`src/rtl/clint_trap_ctrl.sv`:
```
// clint_trap_ctrl: core-local trap sequencer.
// Stalls the pipeline on ecall/ebreak/mret or an enabled pending interrupt.
// Writes mepc, mcause and mstatus (or mstatus only for mret) through the
// CSR file's clint port, one write per cycle, then redirects the PC.
// Ports:
//   clk, rst (sync, active-low)
//   ecall_i/ebreak_i/mret_i, inst_addr_i     - id-stage trap requests and PC
//   jump_flag_i/jump_addr_i                  - ex-stage redirect
//   tmr_int_i/ext_int_i                      - interrupt requests (latched)
//   wb_we_i                                  - wb owns the CSR write port
//   global_int_en_i, csr_mtvec_i/mepc_i/mstatus_i - CSR file outputs
//   we_o/waddr_o/raddr_o/wdata_o             - CSR write/read port
//   hold_flag_o, int_assert_o, int_addr_o    - stall and PC redirect
module clint_trap_ctrl #(
    parameter logic [31:0] CAUSE_ECALL  = 32'h0000000B,
    parameter logic [31:0] CAUSE_EBREAK = 32'h00000003,
    parameter logic [31:0] CAUSE_TIMER  = 32'h80000007,
    parameter logic [31:0] CAUSE_EXT    = 32'h8000000B
) (
    input  logic        clk,
    input  logic        rst,
    input  logic        ecall_i,
    input  logic        ebreak_i,
    input  logic        mret_i,
    input  logic [31:0] inst_addr_i,
    input  logic        jump_flag_i,
    input  logic [31:0] jump_addr_i,
    input  logic        tmr_int_i,
    input  logic        ext_int_i,
    input  logic        wb_we_i,
    input  logic        global_int_en_i,
    input  logic [31:0] csr_mtvec_i,
    input  logic [31:0] csr_mepc_i,
    input  logic [31:0] csr_mstatus_i,
    output logic        we_o,
    output logic [31:0] waddr_o,
    output logic [31:0] raddr_o,
    output logic [31:0] wdata_o,
    output logic        hold_flag_o,
    output logic        int_assert_o,
    output logic [31:0] int_addr_o
);

    typedef enum logic [2:0] {
        S_IDLE,
        S_W_MEPC,
        S_W_MCAUSE,
        S_W_MSTATUS,
        S_JUMP,
        S_W_MRET,
        S_JUMP_RET
    } state_t;

    localparam logic [31:0] ADDR_MSTATUS = 32'h00000300;
    localparam logic [31:0] ADDR_MEPC    = 32'h00000341;
    localparam logic [31:0] ADDR_MCAUSE  = 32'h00000342;

    state_t      state;
    logic        tmr_pend;
    logic        ext_pend;
    logic [31:0] saved_pc;
    logic [31:0] saved_cause;

    logic        idle;
    logic        sync_req;
    logic        take_ext;
    logic        take_tmr;
    logic        accept;
    logic [31:0] async_pc;

    // mtvec mode bits are ignored: only direct mode is supported.
    logic        unused_mtvec_mode;
    assign unused_mtvec_mode = ^csr_mtvec_i[1:0];

    always_comb begin
        idle     = (state == S_IDLE) && rst;
        sync_req = ecall_i | ebreak_i | mret_i;
        take_ext = idle && !sync_req && global_int_en_i && ext_pend;
        take_tmr = idle && !sync_req && global_int_en_i && !ext_pend && tmr_pend;
        accept   = idle && (sync_req || take_ext || take_tmr);
        // An interrupt must resume at the instruction ex is jumping to.
        async_pc = jump_flag_i ? jump_addr_i : inst_addr_i;
    end

    always_ff @(posedge clk) begin
        if (!rst) begin
            state       <= S_IDLE;
            tmr_pend    <= 1'b0;
            ext_pend    <= 1'b0;
            saved_pc    <= '0;
            saved_cause <= '0;
        end else begin
            // A request high in the accept cycle re-arms the latch.
            tmr_pend <= tmr_int_i | (tmr_pend & ~take_tmr);
            ext_pend <= ext_int_i | (ext_pend & ~take_ext);
            case (state)
                S_IDLE: begin
                    if (ecall_i) begin
                        saved_pc    <= inst_addr_i;
                        saved_cause <= CAUSE_ECALL;
                        state       <= S_W_MEPC;
                    end else if (ebreak_i) begin
                        saved_pc    <= inst_addr_i;
                        saved_cause <= CAUSE_EBREAK;
                        state       <= S_W_MEPC;
                    end else if (mret_i) begin
                        state       <= S_W_MRET;
                    end else if (take_ext) begin
                        saved_pc    <= async_pc;
                        saved_cause <= CAUSE_EXT;
                        state       <= S_W_MEPC;
                    end else if (take_tmr) begin
                        saved_pc    <= async_pc;
                        saved_cause <= CAUSE_TIMER;
                        state       <= S_W_MEPC;
                    end
                end
                // Write states retry while wb owns the CSR write port.
                S_W_MEPC:    if (!wb_we_i) state <= S_W_MCAUSE;
                S_W_MCAUSE:  if (!wb_we_i) state <= S_W_MSTATUS;
                S_W_MSTATUS: if (!wb_we_i) state <= S_JUMP;
                S_W_MRET:    if (!wb_we_i) state <= S_JUMP_RET;
                S_JUMP:      state <= S_IDLE;
                S_JUMP_RET:  state <= S_IDLE;
                default:     state <= S_IDLE;
            endcase
        end
    end

    always_comb begin
        we_o         = 1'b0;
        waddr_o      = '0;
        raddr_o      = '0;
        wdata_o      = '0;
        int_assert_o = 1'b0;
        int_addr_o   = '0;
        hold_flag_o  = ((state != S_IDLE) && rst) || accept;
        if (rst) begin
            case (state)
                S_W_MEPC: begin
                    we_o    = 1'b1;
                    waddr_o = ADDR_MEPC;
                    wdata_o = saved_pc;
                end
                S_W_MCAUSE: begin
                    we_o    = 1'b1;
                    waddr_o = ADDR_MCAUSE;
                    wdata_o = saved_cause;
                end
                S_W_MSTATUS: begin
                    // MPIE <= MIE, MIE <= 0
                    we_o    = 1'b1;
                    waddr_o = ADDR_MSTATUS;
                    wdata_o = {csr_mstatus_i[31:8], csr_mstatus_i[3],
                               csr_mstatus_i[6:4], 1'b0, csr_mstatus_i[2:0]};
                end
                S_W_MRET: begin
                    // MIE <= MPIE, MPIE <= 1
                    we_o    = 1'b1;
                    waddr_o = ADDR_MSTATUS;
                    wdata_o = {csr_mstatus_i[31:8], 1'b1,
                               csr_mstatus_i[6:4], csr_mstatus_i[7], csr_mstatus_i[2:0]};
                end
                S_JUMP: begin
                    int_assert_o = 1'b1;
                    int_addr_o   = {csr_mtvec_i[31:2], 2'b00};
                end
                S_JUMP_RET: begin
                    int_assert_o = 1'b1;
                    int_addr_o   = csr_mepc_i;
                end
                default: ;
            endcase
        end
    end

endmodule

```
`config.mk`:
```
export PLATFORM = sky130hd
export DESIGN_NAME = clint_trap_ctrl
export DESIGN_NICKNAME = d
export VERILOG_FILES = /design/src/rtl/clint_trap_ctrl.sv
export SDC_FILE = /design/constraint.sdc
export NUM_CORES = 1
export LEC_CHECK = 0
export CORE_AREA = 2 2 118 120
export CTS_CLUSTER_SIZE = 28
export DETAILED_ROUTE_END_ITERATION = 10
export DIE_AREA = 0 0 120 122
export GPL_TIMING_DRIVEN = 0
export PLACE_DENSITY = 0.68
export SLEW_MARGIN = 0
export SYNTH_ARGS = -nofsm -noshare
export SYNTH_HDL_FRONTEND = slang
export SYNTH_SLANG_ARGS = --single-unit
```
`constraint.sdc`:
```
create_clock -name clk -period 3.7 [get_ports clk]
set_input_delay 0.74 -clock clk [delete_from_list [all_inputs] [get_ports clk]]
set_output_delay 0.74 -clock clk [all_outputs]
set_load 0.01 [all_outputs]
```
==> results of run 1 <==
[power groups by stage]
stage	combinational (uW)	clock, uW	sequential [uW]
finish	1630	506	726
global route	1790	535	745
CTS	1650	516	724
detailed placement	1650	0	730
global placement	1620	0	728
floorplan	1040	0	695
[flip-flops by register name (all words and copies together), names as in the netlist]
signal / count
saved_cause: 4
saved_pc: 32
state: 3
ext_pend: 1
tmr_pend: 1
[worst max-delay path, delay by kind of cell]
family | cells | cell delay, ps
simple gates | 1 | 200
buf+inv | 6 | 1850
[cells by family (layout without fill, tap and decap cells)]
group | after synthesis | count (layout) | synth area share, %
other cells | 1 | 59 | 0.110
flops | 41 | 41 | 24.1
simple gates | 135 | 135 | 16.9
buf+inv | 100 | 347 | 18.6
mux | 66 | 66 | 19.4
compound gates | 84 | 84 | 20.9
[final cells by class]
class | instances | area share [%]
Buffer | 95 | 9.61
Clock buffer | 7 | 2.22
Clock inverter | 1 | 0.468
Inverter | 5 | 0.292
Multi-Input combinational cell | 344 | 33.9
Sequential cell | 41 | 12.8
Tap cell | 180 | 3.51
Timing Repair Buffer | 239 | 37.3
[through the flow]
| step | utilization (%) | setup WS (ps) | TNS [ps] |
|---|---|---|---|
| 2_1_floorplan | - | 1340 | 0 |
| 3_3_place_gp | 46.2 | -117 | -472 |
| 3_5_place_dp | 46.2 | -115 | -619 |
| 4_1_cts | 47.5 | 143 | 0 |
| 5_1_grt | 47.5 | 17.2 | 0 |
| 6_report | 47.5 | 166 | 0 |
[cell usage after synthesis, drive strengths merged, types with 2 or more instances]
master	number	area, um^2
o211a	32	320
nand2b	3	18.8
and3	4	25.0
dfxtp	41	821
inv	5	18.8
or3	2	12.5
o21ai	2	10.0
a2bb2oi	2	17.5
mux2	2	22.5
a21oi	5	25.0
o21a	4	30.0
and2	3	18.8
buf	82	566
nor2b	6	37.5
o22a	3	26.3
nand2	41	154
nand3b	2	15.0
o221a	2	22.5
nor2	67	251
clkbuf	13	48.8
mux2i	64	641
a22oi	30	225
or2	3	18.8
[worst max-delay path by stage]
stage | from | endpoint | slack [ps]
after detailed placement | rst | wdata_o[2] | -110
after global routing | rst | waddr_o[8] | 20
final | rst | waddr_o[9] | 170
after CTS | rst | waddr_o[8] | 140
after global placement | rst | wdata_o[2] | -120
after floorplan | rst | waddr_o[8] | 1340
[per-layer routing]
layer / vias to the layer above / track usage [%]
li1: 1980 / -
met1: 1760 / 18.8
met2: 192 / 32.2
met3: 13 / 4.73
met4: 0 / 4.26
met5: - / 0
==> results.cfg, run 1 <==
[run_status]
status = complete, no violations

[floorplanning]
io_pins = 301
dieHeight_um = 122
die-area_mm2 = 0.0146
coreArea_mm2 = 0.0135
die_w_um = 120
row_count = 43
initial_core_util_pct = 25.2

[critical_path]
cpMostUsedCell = clkdlybuf4s50_1
setup.worst_path.class = in -> out
cp.arrival_ps = 2790
worst_setup_path_start_kind = primary input
cpPeakStageDelay_ps = 470
worst-path-max-fanout = 10
crit_slowest_cell = clkdlybuf4s50_1
r2r_slack_ps = 1870
crit_chain = clkdlybuf4s50_1 > clkbuf_2 > nand2_1 > buf_1 > inv_1 > buf_4 > clkdlybuf4s50_1
crit_path_end_kind = output pin
r2r_end = saved_cause[3]
crit_required_ps = 2960
reg2reg_from = state[1]
reg2regPathDepth = 5

[timing]
setup_violations = 0
drv_slew = 0
fin_crit_sh_pct = 95.5
fin_crit_ps = 3530
finalHoldViolations = 0
fin_skew_ps = 4.29
rsz0062_at_grt = false
hold_ws_ps = 465
fmax_ghz = 0.283

[power]
power_frac_clock_pct = 17.7
power_frac_seq_pct = 25.3
p_int_uw = 1760
switchingPower_uw = 1110
leakagePower_uw = 0.00287
p_comb_share_pct = 57.0
swShare_pct = 38.7
finalPower_uw = 2870
p_per_area_mw_per_mm2 = 447
ir_worst_vdd_mv = 0.206

[clock_network]
ctsHtreeMaxLevel = 2
clk_latency_ps = 280
cts_tree = built
clkTransAtPathRegs_ps = 60
post_cts_buffers = 0
cts_inserted_buffers = 5
clock_path_buffers = 2
cts_resized = 2
hold_buffers = 0
cts_num_sinks = 41
root_buffer = clkbuf_16

[worst_hold_path]
min_from = saved_cause[1]
min_path_cells = 1
hold_end = saved_cause[1]
hold_class = reg -> reg

[placed_design]
place.gp.congestion = 0.839
placed_cells = 904
io_buffers = 239
hpwl_um = 11300
placed_area_mm2 = 0.00624

[route]
met3_length_um = 1200
drt-met1-wl_um = 5280
ant_nets = 0
post_drt_wl_per_cell_um = 14.9
wl_um = 13600
top_layer = met4
vias_per_cell = 4.33
drtIter0Drc = 100
dr_wl_met2_um = 6940
num_vias = 3945
drt-pass1-iter-count = 4
drc_errors = 0

[grt]
overflow = 0
grt_max_degree = 13
grt_pass1_vias = 3823
antenna_found_initial = 0
grt_pass1_wl_um = 19600
grt_use_total_pct = 17.1

[synthesis]
yosysWarningCount = 0
synth_enable_flop_cells = 0
syn_area_mm2 = 0.00341
syn-instance-count = 427
yosysSeqAreaShare_pct = 24.1
synthArstFlopShare_pct = 0
ys.flop_type = dfxtp_1
yosys_register_bits = 41
syn_avg_cell_area_um2 = 7.98
synth_cell_types = 36

[final_layout]
drive_gt1_share_pct = 13.1
antenna_cells = 0
multi_input_area_mm2 = 0.00217
fillers = 1341
final_common_cell = clkdlybuf4s50_1
seq_area_um2 = 821
final_cell_mix = clkdlybuf4s50_1 (239), nor2_1 (67), mux2i_1 (64)
finalInstanceArea_mm2 = 0.00642
nNetsFinal = 901
layout.cells.non_filler = 912
area_growth_pct = 88.3

[job]
maxCapViolations = 0
Power figures use the tool's default switching activity.
==> inputs of run 2 (changes only) <==
Settings changed: ABC_AREA set to 1, ABC_CLOCK_PERIOD_IN_PS set to 3700, CORE_AREA 2 2 118 120 to 2 2 116 118, DIE_AREA 0 0 120 122 to 0 0 118 120, PLACE_DENSITY 0.68 to 0.71.
==> run 2 against run 1 <==
Effect of this change:
- sequential share of layout area decreased by 0.087 points
- critical path depth fell by 1
- hold slack got worse by 6.4 ps
- final cell count increased by 16%
- clock skew up 3.0 ps
- largest cell class unchanged
- power fell by 7.7%
- clock power fell by 14%
- register-to-register slack improved by 160 ps
- worst setup slack improved by 3.5 ps
- clock-buffer cell count did not move
- synthesized cell count grew 37%
- highest routed layer unchanged
- critical path type unchanged
==> results.cfg, run 2 <==
[final_layout]
final_cell_mix = clkdlybuf4s50_1 (237), nand2_1 (185), a21oi_1 (74)
largest-register = saved_pc
antenna_cells = 0
drive_gt1_share_pct = 10.5
largest_reg_flops = 32
fillers = 1369
final_common_cell = clkdlybuf4s50_1
largest_registers = saved_pc: 32 flops, saved_cause: 4 flops, state: 3 flops
fin_util_pct = 49.8
area_growth_pct = 84.6
nNetsFinal = 1055

[route]
vias_per_cell = 4.41
drt-pass1-iter-count = 4
ant_nets = 0
drtIter0Drc = 169
post_drt_wl_per_cell_um = 14.4
wl_um = 15300
drc_errors = 0
num_vias = 4682

[power]
swShare_pct = 41.8
ir_worst_vdd_mv = 0.187
finalPower_uw = 2650
p_per_area_mw_per_mm2 = 409
leakagePower_uw = 0.00276
p_comb_share_pct = 58.9
power_frac_seq_pct = 24.6
power_frac_clock_pct = 16.5
switchingPower_uw = 1110
p_int_uw = 1540

[placed_design]
hpwl_um = 12600
io_buffers = 238
place.gp.congestion = 0.788

[grt]
grt_pass1_wl_um = 23200
grt_pass1_vias = 4324
overflow = 0
grt_use_total_pct = 20.6
antenna_found_initial = 0
grt_max_degree = 15

[job]
maxCapViolations = 0

[timing]
drv_slew = 0
finalHoldViolations = 0
tightestPinTransition_ps = 576
fin_skew_ps = 7.31
maxSlewHeadroom_pct = 61.2
fin_crit_ps = 3530
fin_crit_sh_pct = 95.4
setup_violations = 0
fmax_ghz = 0.283
rsz0062_at_grt = false

[synthesis]
yosys_register_bits = 41
synth_common_cells = nand2_1 (185), a21oi_1 (74), nand3_1 (69)
synth_most_common_cell = nand2_1
ys.flop_type = dfxtp_1
yosysSeqAreaShare_pct = 23.4
yosysWarningCount = 0
synth_top_area_cell = dfxtp_1
synth.area.top_cells = dfxtp_1 (23%), nand2_1 (20%), buf_4 (14%), a21oi_1 (11%), nand3_1 (9.9%)
synth_cell_types = 23
synth_enable_flop_cells = 0
syn-instance-count = 583
syn_avg_cell_area_um2 = 6.01
syn_area_mm2 = 0.00350
synthArstFlopShare_pct = 0
synth.top_cell.area_share_pct = 23.4

[critical_path]
setup.worst_path.class = in -> out
crit_required_ps = 2960
crit_path_end_kind = output pin
cp.arrival_ps = 2790
worst-path-max-fanout = 14
worst_setup_path_start_kind = primary input

[clock_network]
cts_num_sinks = 41
ctsHtreeMaxLevel = 2
clkTransAtPathRegs_ps = 60
hold_buffers = 0
clock_path_buffers = 2
cts_tree = built
cts_inserted_buffers = 5
post_cts_buffers = 0
root_buffer = clkbuf_16
clk_latency_ps = 280

[run_status]
status = complete, no violations

[floorplanning]
initial_core_util_pct = 27.0
coreArea_mm2 = 0.0130
row_count = 42
dieHeight_um = 120
die-area_mm2 = 0.0142
io_pins = 301
die_w_um = 118

[worst_hold_path]
hold_class = reg -> reg
==> run 2: timing repair <==
item / in CTS / in global routing
resized for setup: 0 / 1
hold endpoints to repair: 0 / 0
setup endpoints to repair: 54 / 1
==> run 2: final cells by class <==
class                      count  area, um^2  share of cell area [%]
clock buffer                   7         143                    2.21
timing repair buffer         238        2380                    36.9
tap                          176         220                    3.41
buffer                       102         664                    10.3
multi-input combinational    475        2150                    33.2
sequential                    41         821                    12.7
inverter                      22        82.6                    1.28
==> run 2: final timing paths <==
path | start | endpoint | slack [ps] | cells after the start
max | rst | waddr_o[8] | 170 | 6
min | saved_pc[7] | saved_pc[7] | 460 | 2
max reg2reg | state[2] | saved_pc[20] | 2030 | 9
min reg2reg | saved_pc[7] | saved_pc[7] | 460 | 2
==> run 2: stage by stage <==
step	hold WS [ps]	setup slack, ps	TNS, ps	area, um^2	cells
after floorplan	436	1410	0	3720	641
after global placement	447	-208	-6220	6320	1055
after detailed placement	452	-206	-6640	6320	1055
after CTS	461	125	0	6460	1061
after global routing	482	27.7	0	6460	1061
final	458	169	0	6460	1061
==> run 2: power by group through the flow <==
stage	logic [uW]	clock network, uW	registers [uW]
floorplan	918	0	631
global placement	1560	0	658
detailed placement	1570	0	658
CTS	1580	443	651
global route	1720	461	665
finish	1560	435	651
==> run 2: cells by family after synthesis <==
kind of cell / synth area share, %
simple gates: 36.3
flops: 23.4
other cells: 0.107
buf+inv: 21.4
compound gates: 18.7
==> run 2: critical path, cell delays in order <==
cell and delay [ps]:
clkdlybuf4s50_1 570, inv_2 330, clkbuf_1 390, nor2_1 140
buf_4 150, clkdlybuf4s50_1 470
==> run 2: metal layers <==
metal  up-vias  wire length (um)  track usage, %
met2       195              7770            38.5
met3         4              1350            6.51
met4         0                85            3.54
li1       2395                 -               -
met5         -                 0               0
met1      2088              6120            23.2
